<file path="src/rtl/id_decode_queue.sv">
// id_decode_queue: circular instruction queue with combinational RV32I/M head decode and load-use stall
module id_decode_queue #(
  parameter int DEPTH = 4,
  parameter bit RV32M = 1'b0,
  parameter bit DEBUG = 1'b0
) (
  input  logic                     clk,
  input  logic                     rst_n,
  input  logic                     flush_i,
  input  logic                     in_valid_i,
  input  logic [31:0]              in_pc_i,
  input  logic [31:0]              in_instr_i,
  output logic                     in_ready_o,
  output logic                     out_valid_o,
  input  logic                     out_ready_i,
  output logic [31:0]              out_pc_o,
  output logic [31:0]              out_instr_o,
  output logic [4:0]               out_rs1_o,
  output logic [4:0]               out_rs2_o,
  output logic [4:0]               out_rd_o,
  output logic                     out_rs1_used_o,
  output logic                     out_rs2_used_o,
  output logic                     out_rd_we_o,
  output logic                     out_is_load_o,
  output logic                     out_illegal_o,
  output logic [31:0]              out_imm_o,
  input  logic                     ex_load_valid_i,
  input  logic [4:0]               ex_load_rd_i,
  output logic [$clog2(DEPTH):0]   count_o
);
  localparam int AW = $clog2(DEPTH);
  logic [31:0] pc_q [DEPTH];
  logic [31:0] instr_q [DEPTH];
  logic [AW-1:0] wr_ptr_q, wr_ptr_d, rd_ptr_q, rd_ptr_d;
  logic [AW:0] count_q, count_d;
  logic push, pop, hazard;
  logic [6:0] op, f7;
  logic [2:0] f3;
  logic is_lui, is_auipc, is_jal, is_jalr, is_br, is_ld, is_st, is_opi, is_op;
  logic [31:0] ins;
  if (DEBUG) begin : g_debug
  end
  assign ins = instr_q[rd_ptr_q];
  assign out_pc_o = pc_q[rd_ptr_q];
  assign out_instr_o = ins;
  assign op = ins[6:0];
  assign f3 = ins[14:12];
  assign f7 = ins[31:25];
  assign out_rs1_o = ins[19:15];
  assign out_rs2_o = ins[24:20];
  assign out_rd_o = ins[11:7];
  assign is_lui = op == 7'b0110111;
  assign is_auipc = op == 7'b0010111;
  assign is_jal = op == 7'b1101111;
  assign is_jalr = op == 7'b1100111;
  assign is_br = op == 7'b1100011;
  assign is_ld = op == 7'b0000011;
  assign is_st = op == 7'b0100011;
  assign is_opi = op == 7'b0010011;
  assign is_op = op == 7'b0110011;
  always_comb begin
    out_illegal_o = is_br  ? (f3 == 3'b010 || f3 == 3'b011) :
                    is_ld  ? (f3 == 3'b011 || f3[2:1] == 2'b11) :
                    is_st  ? (f3 >= 3'b011) :
                    is_opi ? ((f3 == 3'b001 && f7 != 7'h00) || (f3 == 3'b101 && f7 != 7'h00 && f7 != 7'h20)) :
                    is_op  ? !(f7 == 7'h00 || (f7 == 7'h20 && (f3 == 3'b000 || f3 == 3'b101)) || (f7 == 7'h01 && RV32M)) :
                    !(is_lui || is_auipc || is_jal || is_jalr);
    out_imm_o = (is_lui || is_auipc)         ? {ins[31:12], 12'h000} :
                is_jal                       ? {{11{ins[31]}}, ins[31], ins[19:12], ins[20], ins[30:21], 1'b0} :
                (is_jalr || is_ld || is_opi) ? {{20{ins[31]}}, ins[31:20]} :
                is_st                        ? {{20{ins[31]}}, ins[31:25], ins[11:7]} :
                is_br                        ? {{19{ins[31]}}, ins[31], ins[7], ins[30:25], ins[11:8], 1'b0} :
                32'h0;
    out_rs1_used_o = !out_illegal_o && (is_jalr || is_br || is_ld || is_st || is_opi || is_op);
    out_rs2_used_o = !out_illegal_o && (is_br || is_st || is_op);
    out_is_load_o = !out_illegal_o && is_ld;
    out_rd_we_o = !out_illegal_o && out_rd_o != 5'd0 &&
                  (is_lui || is_auipc || is_jal || is_jalr || is_ld || is_opi || is_op);
    hazard = ex_load_valid_i && ex_load_rd_i != 5'd0 &&
             ((out_rs1_used_o && out_rs1_o == ex_load_rd_i) || (out_rs2_used_o && out_rs2_o == ex_load_rd_i));
    in_ready_o = count_q != (AW+1)'(DEPTH);
    out_valid_o = count_q != '0 && !hazard;
    push = in_valid_i && in_ready_o && !flush_i;
    pop = out_valid_o && out_ready_i && !flush_i;
    wr_ptr_d = flush_i ? '0 : wr_ptr_q + AW'(push);
    rd_ptr_d = flush_i ? '0 : rd_ptr_q + AW'(pop);
    count_d = flush_i ? '0 : count_q + (AW+1)'(push) - (AW+1)'(pop);
  end
  assign count_o = count_q;
  always_ff @(posedge clk or negedge rst_n)
    if (!rst_n) begin
      wr_ptr_q <= '0;
      rd_ptr_q <= '0;
      count_q <= '0;
      for (int i = 0; i < DEPTH; i++) begin
        pc_q[i] <= 32'h0;
        instr_q[i] <= 32'h0000_0013;
      end
    end else begin
      wr_ptr_q <= wr_ptr_d;
      rd_ptr_q <= rd_ptr_d;
      count_q <= count_d;
      if (push) begin
        pc_q[wr_ptr_q] <= in_pc_i;
        instr_q[wr_ptr_q] <= in_instr_i;
      end
    end
endmodule

</file>
<file path="config.mk">
export PLATFORM = sky130hd
export DESIGN_NAME = id_decode_queue
export DESIGN_NICKNAME = d
export VERILOG_FILES = /design/src/rtl/id_decode_queue.sv
export SDC_FILE = /design/constraint.sdc
export NUM_CORES = 1
export LEC_CHECK = 0
export BUFFER_PORTS_ARGS = -buffer_cell sky130_fd_sc_hd__buf_2
export CORE_UTILIZATION = 57
export CTS_CLUSTER_SIZE = 20
export DETAILED_ROUTE_END_ITERATION = 12
export PLACE_DENSITY = 0.86
export SLEW_MARGIN = 0
export SYNTH_ARGS = -nofsm -noshare
export SYNTH_HDL_FRONTEND = slang
export SYNTH_SLANG_ARGS = --single-unit
</file>
<file path="constraint.sdc">
create_clock -name clk -period 4 [get_ports clk]
set_clock_uncertainty 0.2 [all_clocks]
set_input_delay 0.2 -clock clk [delete_from_list [all_inputs] [get_ports clk]]
set_output_delay 0.2 -clock clk [all_outputs]
set_load 0.005 [all_outputs]
</file>
==> results of run 1 <==
metal layers:
layer	up-vias	wire, um	global-route usage
met4	0	1000	0.107
li1	3494	-	-
met5	-	0	0
met2	291	14900	0.480
met3	69	1910	0.0552
met1	4171	11400	0.335
what timing repair did:
action / in CTS / in global routing
buffers inserted: 6 / 7
resized for setup: 7 / 7
endpoints found under the hold margin: 379 / 0
setup endpoints to repair: 11 / 3
pin swaps: 6 / 5
hold buffers: 66 / 0
worst max-delay path by stage:
stage	start	endpoint	slack, ns	depth (start not counted)
finish	rd_ptr_q[0]	out_valid_o	-0.05	12
floorplan	rd_ptr_q[0]	count_o[2]	0.31	15
detailed placement	rd_ptr_q[0]	count_o[2]	-0.1	13
global placement	rd_ptr_q[0]	count_o[2]	0.06	14
CTS	rd_ptr_q[0]	out_valid_o	0.003	11
global route	rd_ptr_q[0]	out_valid_o	-0.15	13
power by group:
part | total, uW | internal (uW) | switching, uW
Clock | 2600 | 1560 | 1040
Sequential | 4110 | 3600 | 509
Combinational | 3610 | 2090 | 1520
Total | 10300 | 7260 | 3070
flip-flops by register name, indices dropped and copies added, names as in the netlist:
register,flops
count_o,3
wr_ptr_q,2
instr_q,128
rd_ptr_q,2
pc_q,128
cell type report:
class                      instances  area, um^2  area share
sequential                       263        6600       0.428
multi-input combinational        459        5370       0.348
timing repair buffer             317        2130       0.138
clock buffer                      40         827      0.0536
tap                              275         344      0.0223
clock inverter                    12         119     0.00770
inverter                          10        37.5     0.00243
antenna                            2        5.00    0.000324
synthesized netlist by cell type (2+ instances only):
library cell | count | share of area
or4_1 | 3 | 0.0018
nand2b_4 | 2 | 0.0023
buf_4 | 16 | 0.0098
xor2_1 | 6 | 0.0043
inv_1 | 10 | 0.0031
and2_1 | 8 | 0.0041
buf_1 | 2 | 0.00061
nor2b_1 | 4 | 0.0020
or2_2 | 2 | 0.0010
buf_2 | 7 | 0.0029
o32ai_1 | 2 | 0.0014
o21a_1 | 3 | 0.0018
a21oi_1 | 4 | 0.0016
o22ai_1 | 2 | 0.0010
o21ai_0 | 11 | 0.0045
nor2_1 | 14 | 0.0043
dfstp_2 | 12 | 0.026
a21o_1 | 11 | 0.0068
nor4_1 | 2 | 0.0010
nand2_1 | 17 | 0.0052
xnor2_1 | 9 | 0.0064
a22o_1 | 4 | 0.0029
or3_1 | 2 | 0.0010
nand3b_1 | 2 | 0.0012
mux4_2 | 64 | 0.12
dfrtp_1 | 251 | 0.51
nand3_1 | 4 | 0.0016
nor3_1 | 5 | 0.0020
clkbuf_1 | 33 | 0.010
ha_1 | 3 | 0.0031
mux2_2 | 256 | 0.24
logic make-up (layout without fill, tap and decap cells):
logic type	count (synthesis)	count (layout)
AO/OA/AOI/OAI	44	44
other	0	2
multiplexers	321	321
AND/OR/NAND/NOR	75	75
XOR/XNOR	15	15
buffers and inverters	69	379
flip-flops	263	263
adder cells (fa/ha/maj)	4	4
worst max-delay path: cells and delay by family (launching register included):
kind / cells / cell delay (ns)
multiplexers: 1 / 0.34
buffers and inverters: 6 / 0.70
flip-flops: 1 / 0.54
AO/OA/AOI/OAI: 2 / 0.73
AND/OR/NAND/NOR: 3 / 0.81
through the flow:
step           instances  cell area [um^2]  hold slack [ns]  setup WS (ns)  utilization
5_1_grt             1378             15400           0.0782         -0.150        0.734
2_1_floorplan        791             12200           -0.296          0.308            -
6_report            1378             15400           0.0580        -0.0471        0.734
3_3_place_gp        1245             13700            0.171         0.0626        0.650
4_1_cts             1369             15300           0.0205        0.00289        0.730
3_5_place_dp        1245             13700            0.186        -0.0957        0.650
==> run_results.csv, run 1 <==
group,metric,value,unit
sta,tns,-0.0475,ns
routing,ant_nets,0,
power_and_ir_drop,p_total,10300,uW
sta,worst_slack,-0.0471,ns
synthesis,syn_area_per_cell,15.5,um^2
clock_tree,cts_buffers,28,
synthesis,synthSimpleGateAreaFrac,0.0369,
sta,setup_viol,2,
global_route,grt_max_degree,131,
floorplanning,die_x,148,um
job,cap_violations,0,
routing,drc,0,
sta,tightest_slew,0.981,ns
clock_tree,clk_path_buf_depth,3,
min_path,min_path_cells,4,
global_route,antenna_found_initial,2,
synthesis,synth_compound_area_frac,0.0264,
floorplanning,dieArea,22000,um^2
worst_setup_path,regToRegSetupSlack,0,ns
finish,final_common_cell,"mux2_2",
finish,area_growth_syn_to_layout,26.2,%
floorplanning,start_util,0.582,
global_route,grt_pass1_wl,46700,um
routing,finalWirelength,29300,um
power_and_ir_drop,power.leakage,0.00726,uW
sta,rsz0062_at_grt,"true",
floorplanning,coreArea,21000,um^2
worst_setup_path,reg2reg_from,"rd_ptr_q[0]",
synthesis,postSynthCellCount,791,
worst_setup_path,critPathMaxFanout,8,
clock_tree,clk_latency,0.53,ns
routing,vias,8025,
worst_setup_path,cp-start-kind,"flip-flop",
routing,drt_iter0_markers,316,
place,hpwl,18900,um
floorplanning,row_count,53,
synthesis,synthAdderAreaFrac,0.00471,
synthesis,synth_xor_xnor_area_share,0.0107,
place,routabilityCongestion,0.936,
sta,fin_crit_sh,1.01,
synthesis,ys_warn_count,0,
routing,viasPerCell,5.82,
clock_tree,clk_pin_slew_worst_paths,0.06,ns
worst_setup_path,path_class,"flip-flop to primary output",
power_and_ir_drop,irDropWorstVdd,0.466,mV
worst_setup_path,slowest_stage,"dfrtp_4",
sta,max-slew-margin-rel,0.346,
synthesis,synth_area,12200,um^2
worst_setup_path,crit_chain,"buf_4 -> mux4_2 -> buf_4 -> inv_1 -> or4_4 -> o21a_1 -> nand2b_4 -> a2111oi_4 -> buf_4 -> or2_4 -> inv_2 -> buf_2",
synthesis,synth_top_family_by_area,"multiplexers",
min_path,hold_start,"out_ready_i",
sta,min_period,4.05,ns
finish,fillCellCount,1292,
clock_tree,clock-sinks,263,
synthesis,yosys_register_bits,263,
global_route,grt_pass1_vias,8868,
synthesis,synth_edf_count,0,
finish,final_cell_mix,"mux2_2, dfrtp_1, buf_2, dlygate4sd3_1, mux4_2",
sta,max_freq,247,MHz
global_route,grt.total_usage,0.275,
floorplanning,die_h,148,um
worst_setup_path,rr_endpoint,"count_o[2]",
clock_tree,h-tree-depth,1,
clock_tree,cts_root_buffer,"clkbuf_16",
routing,wl_per_cell,21.2,um
worst_setup_path,ff2ff_path_depth,15,
run_status,status,"finished, violations left",
synthesis,seq_area_frac_synth,0.539,
finish,layout-drive-gt1-share,0.599,
worst_setup_path,required,3.60,ns
synthesis,synth_mux_area_frac,0.354,
global_route,grt_overflow,0,
sta,slew_viol_final,0,
worst_setup_path,path_common_cell,"buf_4",
floorplanning,io_pins,196,
synthesis,synth_ff_type,"dfrtp_1",
worst_setup_path,slowest_delay,0.54,ns
routing,firstDrtPassIters,4,
clock_tree,tritoncts,"yes",
run_status,violations,"setup timing",
min_path,hold_class,"input port to flip-flop",
synthesis,synth.distinct_cells,51,
finish,nets,1158,
worst_setup_path,cp-end-kind,"primary output",
sta,hold_violations,0,
synthesis,async_flop_share,1.00,
synthesis,synth.net_count,870,
worst_setup_path,crit_arrival,3.65,ns
min_path,hold_end,"rd_ptr_q[0]",
place,port_buffers,195,
power_and_ir_drop,powerDensity,669,nW/um^2
No activity file was read; power rests on OpenSTA's default activity.
==> run 2, diff against run 1 <==
--- a/config.mk
+++ b/config.mk
@@ -6,10 +6,10 @@
 export NUM_CORES = 1
 export LEC_CHECK = 0
 export BUFFER_PORTS_ARGS = -buffer_cell sky130_fd_sc_hd__buf_2
-export CORE_UTILIZATION = 57
+export CORE_UTILIZATION = 25
 export CTS_CLUSTER_SIZE = 20
 export DETAILED_ROUTE_END_ITERATION = 12
-export PLACE_DENSITY = 0.86
+export PLACE_DENSITY = 0.48
 export SLEW_MARGIN = 0
 export SYNTH_ARGS = -nofsm -noshare
 export SYNTH_HDL_FRONTEND = slang
==> run_results.csv, run 2 (synthesized netlist as in run 1, its figures left out) <==
group,metric,value,unit
power_and_ir_drop,power.leakage,0.00736,uW
routing,drc,0,
finish,antennaDiodeCount,0,
finish,layout-drive-gt1-share,0.600,
worst_setup_path,critPathMaxFanout,4,
clock_tree,clock-sinks,263,
worst_setup_path,cp-start-kind,"flip-flop",
sta,max-slew-margin-rel,0.443,
sta,tightest_slew,0.835,ns
routing,finalWirelength,33500,um
routing,wl_per_cell,19.4,um
place,post-place-ws,-0.109,ns
min_path,hold_class,"input port to asynchronous set/reset pin",
routing,ant_nets,0,
sta,rsz0062_at_grt,"true",
run_status,status,"complete, no violations",
worst_setup_path,path_class,"flip-flop to flip-flop",
clock_tree,tritoncts,"yes",
floorplanning,start_util,0.255,
routing,firstDrtPassIters,4,
finish,postLayoutCoreUtil,0.336,
routing,drt_iter0_markers,368,
sta,max_freq,255,MHz
worst_setup_path,required,4.21,ns
clock_tree,clk_latency,0.53,ns
global_route,antenna_found_initial,0,
routing,viasPerCell,4.57,
floorplanning,dieArea,49800,um^2
finish,final_cell_mix,"mux2_2, dfrtp_1, buf_2, dlygate4sd3_1, mux4_2",
clock_tree,clk_path_buf_depth,3,
sta,min_period,3.92,ns
worst_setup_path,cp-end-kind,"flip-flop",
floorplanning,die_x,223,um
finish,final_common_cell,"mux2_2",
global_route,grt.total_usage,0.138,
global_route,grt_max_degree,104,
global_route,grt_pass1_wl,52400,um
routing,vias,7900,
sta,fin_crit_sh,0.980,
sta,worst_slack,0.0794,ns
global_route,grt_overflow,0,
finish,nets,1168,
worst_setup_path,crit_arrival,4.13,ns
clock_tree,cts_buffers,34,
power_and_ir_drop,powerDensity,669,nW/um^2
clock_tree,clk_pin_slew_worst_paths,0.05,ns
floorplanning,row_count,80,
job,cap_violations,0,
power_and_ir_drop,p_total,10800,uW
floorplanning,coreArea,47900,um^2
sta,slew_viol_final,0,
place,routabilityCongestion,0.822,
finish,area_growth_syn_to_layout,31.8,%
sta,setup_viol,0,
global_route,grt_pass1_vias,8581,
clock_tree,h-tree-depth,2,
floorplanning,die_h,223,um
place,hpwl,21900,um
floorplanning,io_pins,196,
power_and_ir_drop,irDropWorstVdd,0.299,mV
clock_tree,cts_root_buffer,"clkbuf_16",
sta,hold_violations,0,
place,port_buffers,195,
==> run 2: changes by cell type in the layout (fill, tap and decap cells not counted), sizes merged <==
cell,delta
clkbuf,+12
clkinv,-5
buf,+3
diode,-2
bufinv,-1
clkinvlp,+1
dlygate4sd3,+1
==> run 2: through the flow <==
stage / area, um^2 / instances / setup TNS [ns] / hold slack [ns]
after floorplan: 12200 / 791 / 0 / -0.296
after global placement: 14100 / 1586 / -0.0836 / 0.123
after detailed placement: 14100 / 1586 / -0.149 / 0.121
after CTS: 16100 / 1725 / 0 / 0.0894
after global routing: 16100 / 1727 / -0.247 / 0.191
final: 16100 / 1727 / 0 / 0.101
==> run 2: where the power goes <==
group          total [uW]  switching [uW]  leakage, uW  internal, uW
Combinational        3680            1560      0.00349          2120
Clock                3020            1170     0.000536          1860
Sequential           4070             468      0.00334          3610
Total               10800            3200      0.00736          7580
==> run 2: worst paths after layout <==
check                              end  slack (ns)        start  cells after the start
max                         count_o[1]        0.08  rd_ptr_q[0]                     17
min                        instr_q[10]        0.10        rst_n                      2
max reg2reg                 count_o[1]        0.08  rd_ptr_q[0]                     17
min reg2reg                   pc_q[42]        0.30     pc_q[42]                      1
max in group asynchronous      pc_q[7]        2.44        rst_n                      3
min in group clk            count_o[1]        0.21   in_valid_i                      6
==> run 2: area by class of cell <==
cell class	count	area, um^2
fill	4771	31800
sequential	263	6600
multi-input combinational	459	5380
timing repair buffer	321	2210
clock buffer	52	1040
tap	615	769
clock inverter	7	67.6
inverter	10	40.0
==> run 2: per-layer routing <==
metal | global-route usage | wire length, um | part of all wire | vias up
li1 | - | - | - | 3534
met1 | 0.176 | 14600 | 0.44 | 4100
met2 | 0.230 | 16200 | 0.48 | 214
met3 | 0.0317 | 1850 | 0.055 | 52
met4 | 0.0483 | 838 | 0.025 | 0
met5 | 0 | 0 | 0 | -
==> run 2: critical path, stage by stage (launching register included) <==
cell       delay [ns]
dfrtp_4          0.50
buf_6            0.14
buf_12           0.12
buf_12           0.12
mux4_2           0.46
nor4_4           0.27
buf_4            0.17
a31oi_1          0.08
o22ai_1          0.20
a21oi_2          0.08
a2111oi_4        0.32
buf_4            0.21
nor2b_4          0.04
o32ai_2          0.09
ha_2             0.21
inv_2            0.04
fa_2             0.51
nor2_1           0.04
==> run 2: timing repair <==
action                                  4_1_cts  5_1_grt
resized for setup                            11       10
setup buffers                                14        3
pin swaps                                     9        9
hold buffers                                 67        0
hold endpoints to repair                    355        0
endpoints found under the setup margin        3        3
